File: src/rtl/tap_pkg.sv
// Shared types and default constants for the tap/knock detector.
// The state literals carry an ST_ prefix so they cannot clash with the
// HOLDOFF module parameter once this package is imported.
package tap_pkg;

    typedef enum logic [1:0] {
        ST_IDLE    = 2'd0,
        ST_CAPTURE = 2'd1,
        ST_REPORT  = 2'd2,
        ST_HOLDOFF = 2'd3
    } tap_state_t;

    localparam int          WIN_LEN_DEF    = 256;
    localparam logic [7:0]  TRIG_LVL_DEF   = 8'd40;
    localparam logic [15:0] ENERGY_THR_DEF = 16'd6000;
    localparam int          HOLDOFF_DEF    = 4096;

    // Magnitude of a two's-complement byte; -128 maps to 128, which fits
    // because the result is treated as unsigned.
    function automatic logic [7:0] abs8(input logic [7:0] s);
        return s[7] ? 8'(~s + 8'd1) : s;
    endfunction

endpackage

File: src/rtl/ws_edge_sync.sv
// Brings the IIS word-select into clk_i and emits a one-cycle pulse on its
// falling edge. The pulse appears 3 clk_i edges after ws_i falls.
// Flops reset to 1 so releasing reset with ws_i high gives no false edge.
module ws_edge_sync (
    input  logic clk_i,
    input  logic rst_n_i,
    input  logic ws_i,
    output logic fall_o
);

    logic ws_s1;
    logic ws_s2;
    logic ws_s3;

    // Two synchronizer stages, one history stage, registered edge pulse.
    always_ff @(posedge clk_i or negedge rst_n_i) begin
        if (!rst_n_i) begin
            ws_s1  <= 1'b1;
            ws_s2  <= 1'b1;
            ws_s3  <= 1'b1;
            fall_o <= 1'b0;
        end else begin
            ws_s1  <= ws_i;
            ws_s2  <= ws_s1;
            ws_s3  <= ws_s2;
            fall_o <= ws_s3 & ~ws_s2;
        end
    end

endmodule

File: src/rtl/tap_detect.sv
// Tap detector: triggers on a loud sample, sums |sample| over a window,
// reports energy/peak/defect, then ignores a number of strobes.
// Optional macro TAP_PEAK_TRACK_EN builds the peak tracker; without it
// peak_o is tied to 0.
//
//  state      | meaning
//  ST_IDLE    | waiting for a valid sample with |s| >= TRIG_LVL
//  ST_CAPTURE | accumulating window samples until WIN_LEN are in
//  ST_REPORT  | one cycle: publish results, pulse result_valid_o
//  ST_HOLDOFF | counting HOLDOFF strobes before re-arming
module tap_detect
    import tap_pkg::*;
#(
    parameter int          WIN_LEN    = WIN_LEN_DEF,
    parameter logic [7:0]  TRIG_LVL   = TRIG_LVL_DEF,
    parameter logic [15:0] ENERGY_THR = ENERGY_THR_DEF,
    parameter int          HOLDOFF    = HOLDOFF_DEF,
    localparam int         EW         = 8 + $clog2(WIN_LEN)
) (
    input  logic          clk_i,
    input  logic          rst_n_i,
    input  logic          ws_i,
    input  logic [7:0]    data_i,
    input  logic          data_en_i,
    output logic [EW-1:0] energy_o,
    output logic [7:0]    peak_o,
    output logic          defect_o,
    output logic          result_valid_o,
    output logic          busy_o
);

    // One counter serves both the window and the holdoff phases.
    localparam int CNT_W = ($clog2(WIN_LEN + 1) > $clog2(HOLDOFF + 1)) ?
                           $clog2(WIN_LEN + 1) : $clog2(HOLDOFF + 1);

    tap_state_t       state_q;
    tap_state_t       state_d;
    logic             strobe;
    logic [7:0]       mag;
    logic             smp_vld;
    logic             smp_gap;
    logic             trig;
    logic [EW-1:0]    acc;
    logic [CNT_W-1:0] cnt;

    ws_edge_sync u_ws_sync (
        .clk_i   (clk_i),
        .rst_n_i (rst_n_i),
        .ws_i    (ws_i),
        .fall_o  (strobe)
    );

    assign mag     = abs8(data_i);
    assign smp_vld = strobe & data_en_i;
    assign smp_gap = strobe & ~data_en_i;
    assign trig    = smp_vld & (mag >= TRIG_LVL);

    // State register.
    always_ff @(posedge clk_i or negedge rst_n_i) begin
        if (!rst_n_i) state_q <= ST_IDLE;
        else          state_q <= state_d;
    end

    // Next-state logic; the last window sample moves straight to REPORT so
    // result_valid_o lands two cycles after that sample's strobe.
    always_comb begin
        state_d = state_q;
        case (state_q)
            ST_IDLE:    if (trig) state_d = ST_CAPTURE;
            ST_CAPTURE: begin
                if (smp_gap)
                    state_d = ST_IDLE;
                else if (smp_vld && cnt == CNT_W'(WIN_LEN - 1))
                    state_d = ST_REPORT;
            end
            ST_REPORT:  state_d = ST_HOLDOFF;
            ST_HOLDOFF: if (strobe && cnt == CNT_W'(HOLDOFF - 1)) state_d = ST_IDLE;
            default:    state_d = ST_IDLE;
        endcase
    end

    // Output decode.
    always_comb begin
        busy_o = (state_q != ST_IDLE);
    end

    // Window accumulator, strobe counter and published energy/defect.
    always_ff @(posedge clk_i or negedge rst_n_i) begin
        if (!rst_n_i) begin
            acc            <= '0;
            cnt            <= '0;
            energy_o       <= '0;
            defect_o       <= 1'b0;
            result_valid_o <= 1'b0;
        end else begin
            result_valid_o <= 1'b0;
            case (state_q)
                ST_IDLE: begin
                    if (trig) begin
                        acc <= EW'(mag);
                        cnt <= CNT_W'(1);
                    end
                end
                ST_CAPTURE: begin
                    if (smp_vld) begin
                        acc <= acc + EW'(mag);
                        cnt <= cnt + CNT_W'(1);
                    end
                end
                ST_REPORT: begin
                    energy_o       <= acc;
                    defect_o       <= (32'(acc) < 32'(ENERGY_THR));
                    result_valid_o <= 1'b1;
                    cnt            <= '0;
                end
                ST_HOLDOFF: begin
                    if (strobe) cnt <= cnt + CNT_W'(1);
                end
                default: cnt <= '0;
            endcase
        end
    end

`ifdef TAP_PEAK_TRACK_EN
    logic [7:0] pk;

    // Running window maximum and its published copy.
    always_ff @(posedge clk_i or negedge rst_n_i) begin
        if (!rst_n_i) begin
            pk     <= '0;
            peak_o <= '0;
        end else begin
            case (state_q)
                ST_IDLE:    if (trig) pk <= mag;
                ST_CAPTURE: if (smp_vld && mag > pk) pk <= mag;
                ST_REPORT:  peak_o <= pk;
                default:    pk <= pk;
            endcase
        end
    end
`else
    assign peak_o = 8'd0;
`endif

endmodule

File: config.mk
export PLATFORM = sky130hd
export DESIGN_NAME = tap_detect
export DESIGN_NICKNAME = d
export VERILOG_FILES = /design/src/rtl/tap_pkg.sv /design/src/rtl/ws_edge_sync.sv /design/src/rtl/tap_detect.sv
export SDC_FILE = /design/constraint.sdc
export NUM_CORES = 1
export LEC_CHECK = 0
export BUFFER_PORTS_ARGS = -buffer_cell sky130_fd_sc_hd__buf_2
export CORE_AREA = 5 5 102 104
export CTS_BUF_LIST = sky130_fd_sc_hd__clkbuf_16
export DETAILED_ROUTE_END_ITERATION = 12
export DIE_AREA = 0 0 107 109
export GPL_ROUTABILITY_DRIVEN = 0
export PLACE_DENSITY = 0.56
export SETUP_SLACK_MARGIN = 0.02
export SLEW_MARGIN = 20
export SYNTH_ARGS = -nofsm -noshare
export SYNTH_HDL_FRONTEND = slang
export SYNTH_HIERARCHICAL = 1
export SYNTH_SLANG_ARGS = --single-unit
export TNS_END_PERCENT = 20
File: constraint.sdc
create_clock -name clk_i -period 2.43 [get_ports clk_i]
set_input_delay 0.243 -clock clk_i [delete_from_list [all_inputs] [get_ports clk_i]]
set_output_delay 0.243 -clock clk_i [all_outputs]
set_load 0.05 [all_outputs]
==> out/results.txt <==
Status - finished with violations
Failing checks - hold timing
Mapped cell area - 3220 um^2
Ys async rst share - 100%
Post-route ant nets - 0
Vias - 2,700
FF-to-FF setup slack - 120 ps
Final nets - 442
Final WL - 7300 um
Vias in the first global route - 2,564
Worst r2r src - acc[0]
Fraction of layout instances using a drive strength above 1 - 24.9%
CTS tree - yes
Slew @ Worst Pin - 669 ps
Maxcap violations - 0
Worst min path class - in -> async
Final setup vio count - 0
Fin. max-slew vios - 0
RSZ-0062 raised after global routing - yes
Clock Sinks - 53
Number of remaining DRC errors - 0
Worst vdd ir - 0.000376 V
Final Cell Area - 3910 um^2
Tmin final - 2330 ps
Largest net degree at the start of global routing - 29
Sw frac - 26.8%
Clock Root Buffer - clkbuf_16
Crit path required time - 2640 ps
Reg clk slew, reported paths - 70 ps
Synthesized area per cell - 8.94 um^2
Part of the power in registers - 45.6%
Critical path launch point type - input pin
Num ports - 39
Setup CP Type - in -> reg
Wirelength per Cell - 13.7 um
Max frequency - 428 MHz
Yosys reg bits - 53
Main synth FF type - dfrtp_1
# diodes - 0
Static Leak - 1.84 nW
Tot GR Track Use - 13.0%
Cells after synthesis - 360
Die Span Y - 109 um
Core area - 9460 um^2
Via/cell ratio - 5.08
Fin Hold WS - -19.2 ps
Seq/Total Area, Yosys - 41.3%
Psw - 0.000579 W
Port Buffers - 30
Internal cell power - 0.00158 W
Die X - 107 um
Count of standard-cell rows - 36
Clock Tree Buf Depth - 2
Comb power frac - 17.5%
Power share of the clock group - 36.9%
Total die area - 11,700 um^2
Most frequent cells in the layout - 88 x nand2_1, 50 x dfrtp_1, 33 x buf_4, 30 x buf_2, 18 x nor2_1
Critical Path Fanout Max - 3
Global-route wire length before repair - 12,200 um
Worst Skew - 7.79 ps
Starting density of the core - 34.0%
CTS Buf Count - 5
Critical Path AT - 2550 ps
P per Cell Area - 553 nW/um^2
Dpl hpwl - 5430 um
Post-synth EDFFs - 0
R2r endpoint - acc[14]
Unique masters post-synth - 64
Area growth syn-to-layout - 21.4%
Worst Setup End Kind - flop
Final hold violations - 27
Detailed Routing Iterations Pass 1 - 4
H-Tree Depth - 2
Worst reg2reg path depth - 8
Slew headroom - 55.4%
Clk_lat worst skew - 290 ps
Ys Warns - 6
Placed Area - 3660 um^2
Setup TNS - 0 ps
1st-iter DRT viols - 112
Initial antenna violation count - 0
Most common cell after layout, fill and taps aside - nand2_1
GRT Residual Overflow - 0
Tcrit/Tclk final - 96.0%
==> worst max path at each step <==
stage               startpoint  cells past startpoint  endpoint
CTS                  data_i[0]                     12   acc[14]
finish               data_i[0]                     13   acc[14]
global route         data_i[0]                     13   acc[15]
floorplan            data_i[0]                     12   acc[14]
global placement     data_i[0]                     13   acc[14]
detailed placement   data_i[0]                     13   acc[14]
==> final cells by class <==
cell class / instances / area (um^2)
tap: 114 / 143
timing repair buffer: 64 / 418
multi-input combinational: 288 / 1830
sequential: 53 / 1330
inverter: 5 / 18.8
clock inverter: 3 / 42.5
fill: 951 / 5550
clock buffer: 5 / 125
==> worst max-delay path, stage by stage <==
cell and delay (ps):
buf_2 90, inv_1 50, buf_4 130, ha_1 170, nand2b_1 150, xnor2_1 220, ha_2 350, a21o_1 180
a32oi_1 210, a311o_1 330, a211oi_4 70, a21bo_2 220, a21oi_1 130
==> through the flow <==
stage / hold slack [ps] / total power (W) / setup slack [ps] / utilization (%) / std cells
final: -19.2 / 0.00216 / 96.2 / 41.3 / 532
after global routing: 29.3 / 0.00229 / 16.2 / 41.3 / 532
after CTS: 10.8 / 0.00218 / 24.4 / 40.7 / 532
after detailed placement: 318 / 0.00137 / -354 / 38.7 / 522
after global placement: 311 / 0.00136 / -263 / 38.7 / 522
after floorplan: -52.6 / 0.00126 / -63.1 / - / 367
==> per-layer routing <==
layer	up-vias	part of all wire [%]	global-route usage, %
li1	1365	-	-
met1	1286	46	17.2
met2	40	49	22.2
met3	9	3.2	1.95
met4	0	1.6	3.74
met5	-	0	0
==> repair_timing <==
action                                  4_1_cts  5_1_grt
endpoints found under the setup margin        2        9
gates cloned                                  0        0
resized for setup                             1       15
setup buffers                                 2        0
pin swaps                                     3        3
hold buffers                                  0        0
==> sequential cells by signal, summed over array words and instances, names as in the netlist, named ones only <==
register          count
cnt                  13
defect_o              1
u_ws_sync/fall_o      1
result_valid_o        1
acc                  16
energy_o             16
u_ws_sync/ws_s3       1
u_ws_sync/ws_s2       1
u_ws_sync/ws_s1       1
state_q               1
==> power groups by stage <==
stage	Clock (W)	Combinational, W	Sequential [W]
floorplan	0	0.000271	0.000986
global placement	0	0.000359	0.000998
detailed placement	0	0.000370	0.000998
CTS	0.000820	0.000373	0.000982
global route	0.000868	0.000425	0.000992
finish	0.000798	0.000378	0.000984
==> cells by family after synthesis <==
| kind of cell | share of synthesized area, % |
|---|---|
| muxes | 1.24 |
| other | 0.117 |
| DFF | 41.3 |
| and+or+nand+nor | 25.6 |
| xor gates and xnor gates | 4.90 |
| AOI/OAI and AO/OA | 16.9 |
| buffers and inverters | 4.63 |
| adders and majority gates | 5.29 |
==> cell usage after synthesis (all sizes together), types with 4 or more instances <==
| library cell | number | area share (%) |
|---|---|---|
| o21ai | 23 | 3.6 |
| a21o | 5 | 1.4 |
| or4 | 5 | 1.2 |
| a31oi | 5 | 0.97 |
| dfrtp | 50 | 39 |
| xor2 | 4 | 1.1 |
| inv | 4 | 0.47 |
| nand2b | 6 | 1.4 |
| a21oi | 17 | 2.9 |
| xnor2 | 14 | 3.8 |
| nor3 | 12 | 2.2 |
| nor2 | 19 | 2.3 |
| mux2i | 4 | 1.2 |
| and3 | 8 | 1.6 |
| buf | 14 | 3.2 |
| nand2 | 88 | 10 |
| ha | 12 | 4.7 |
| nand3 | 9 | 1.4 |
| clkbuf | 7 | 0.82 |
| nor4 | 4 | 0.97 |
(Power assumes the default switching activity.)
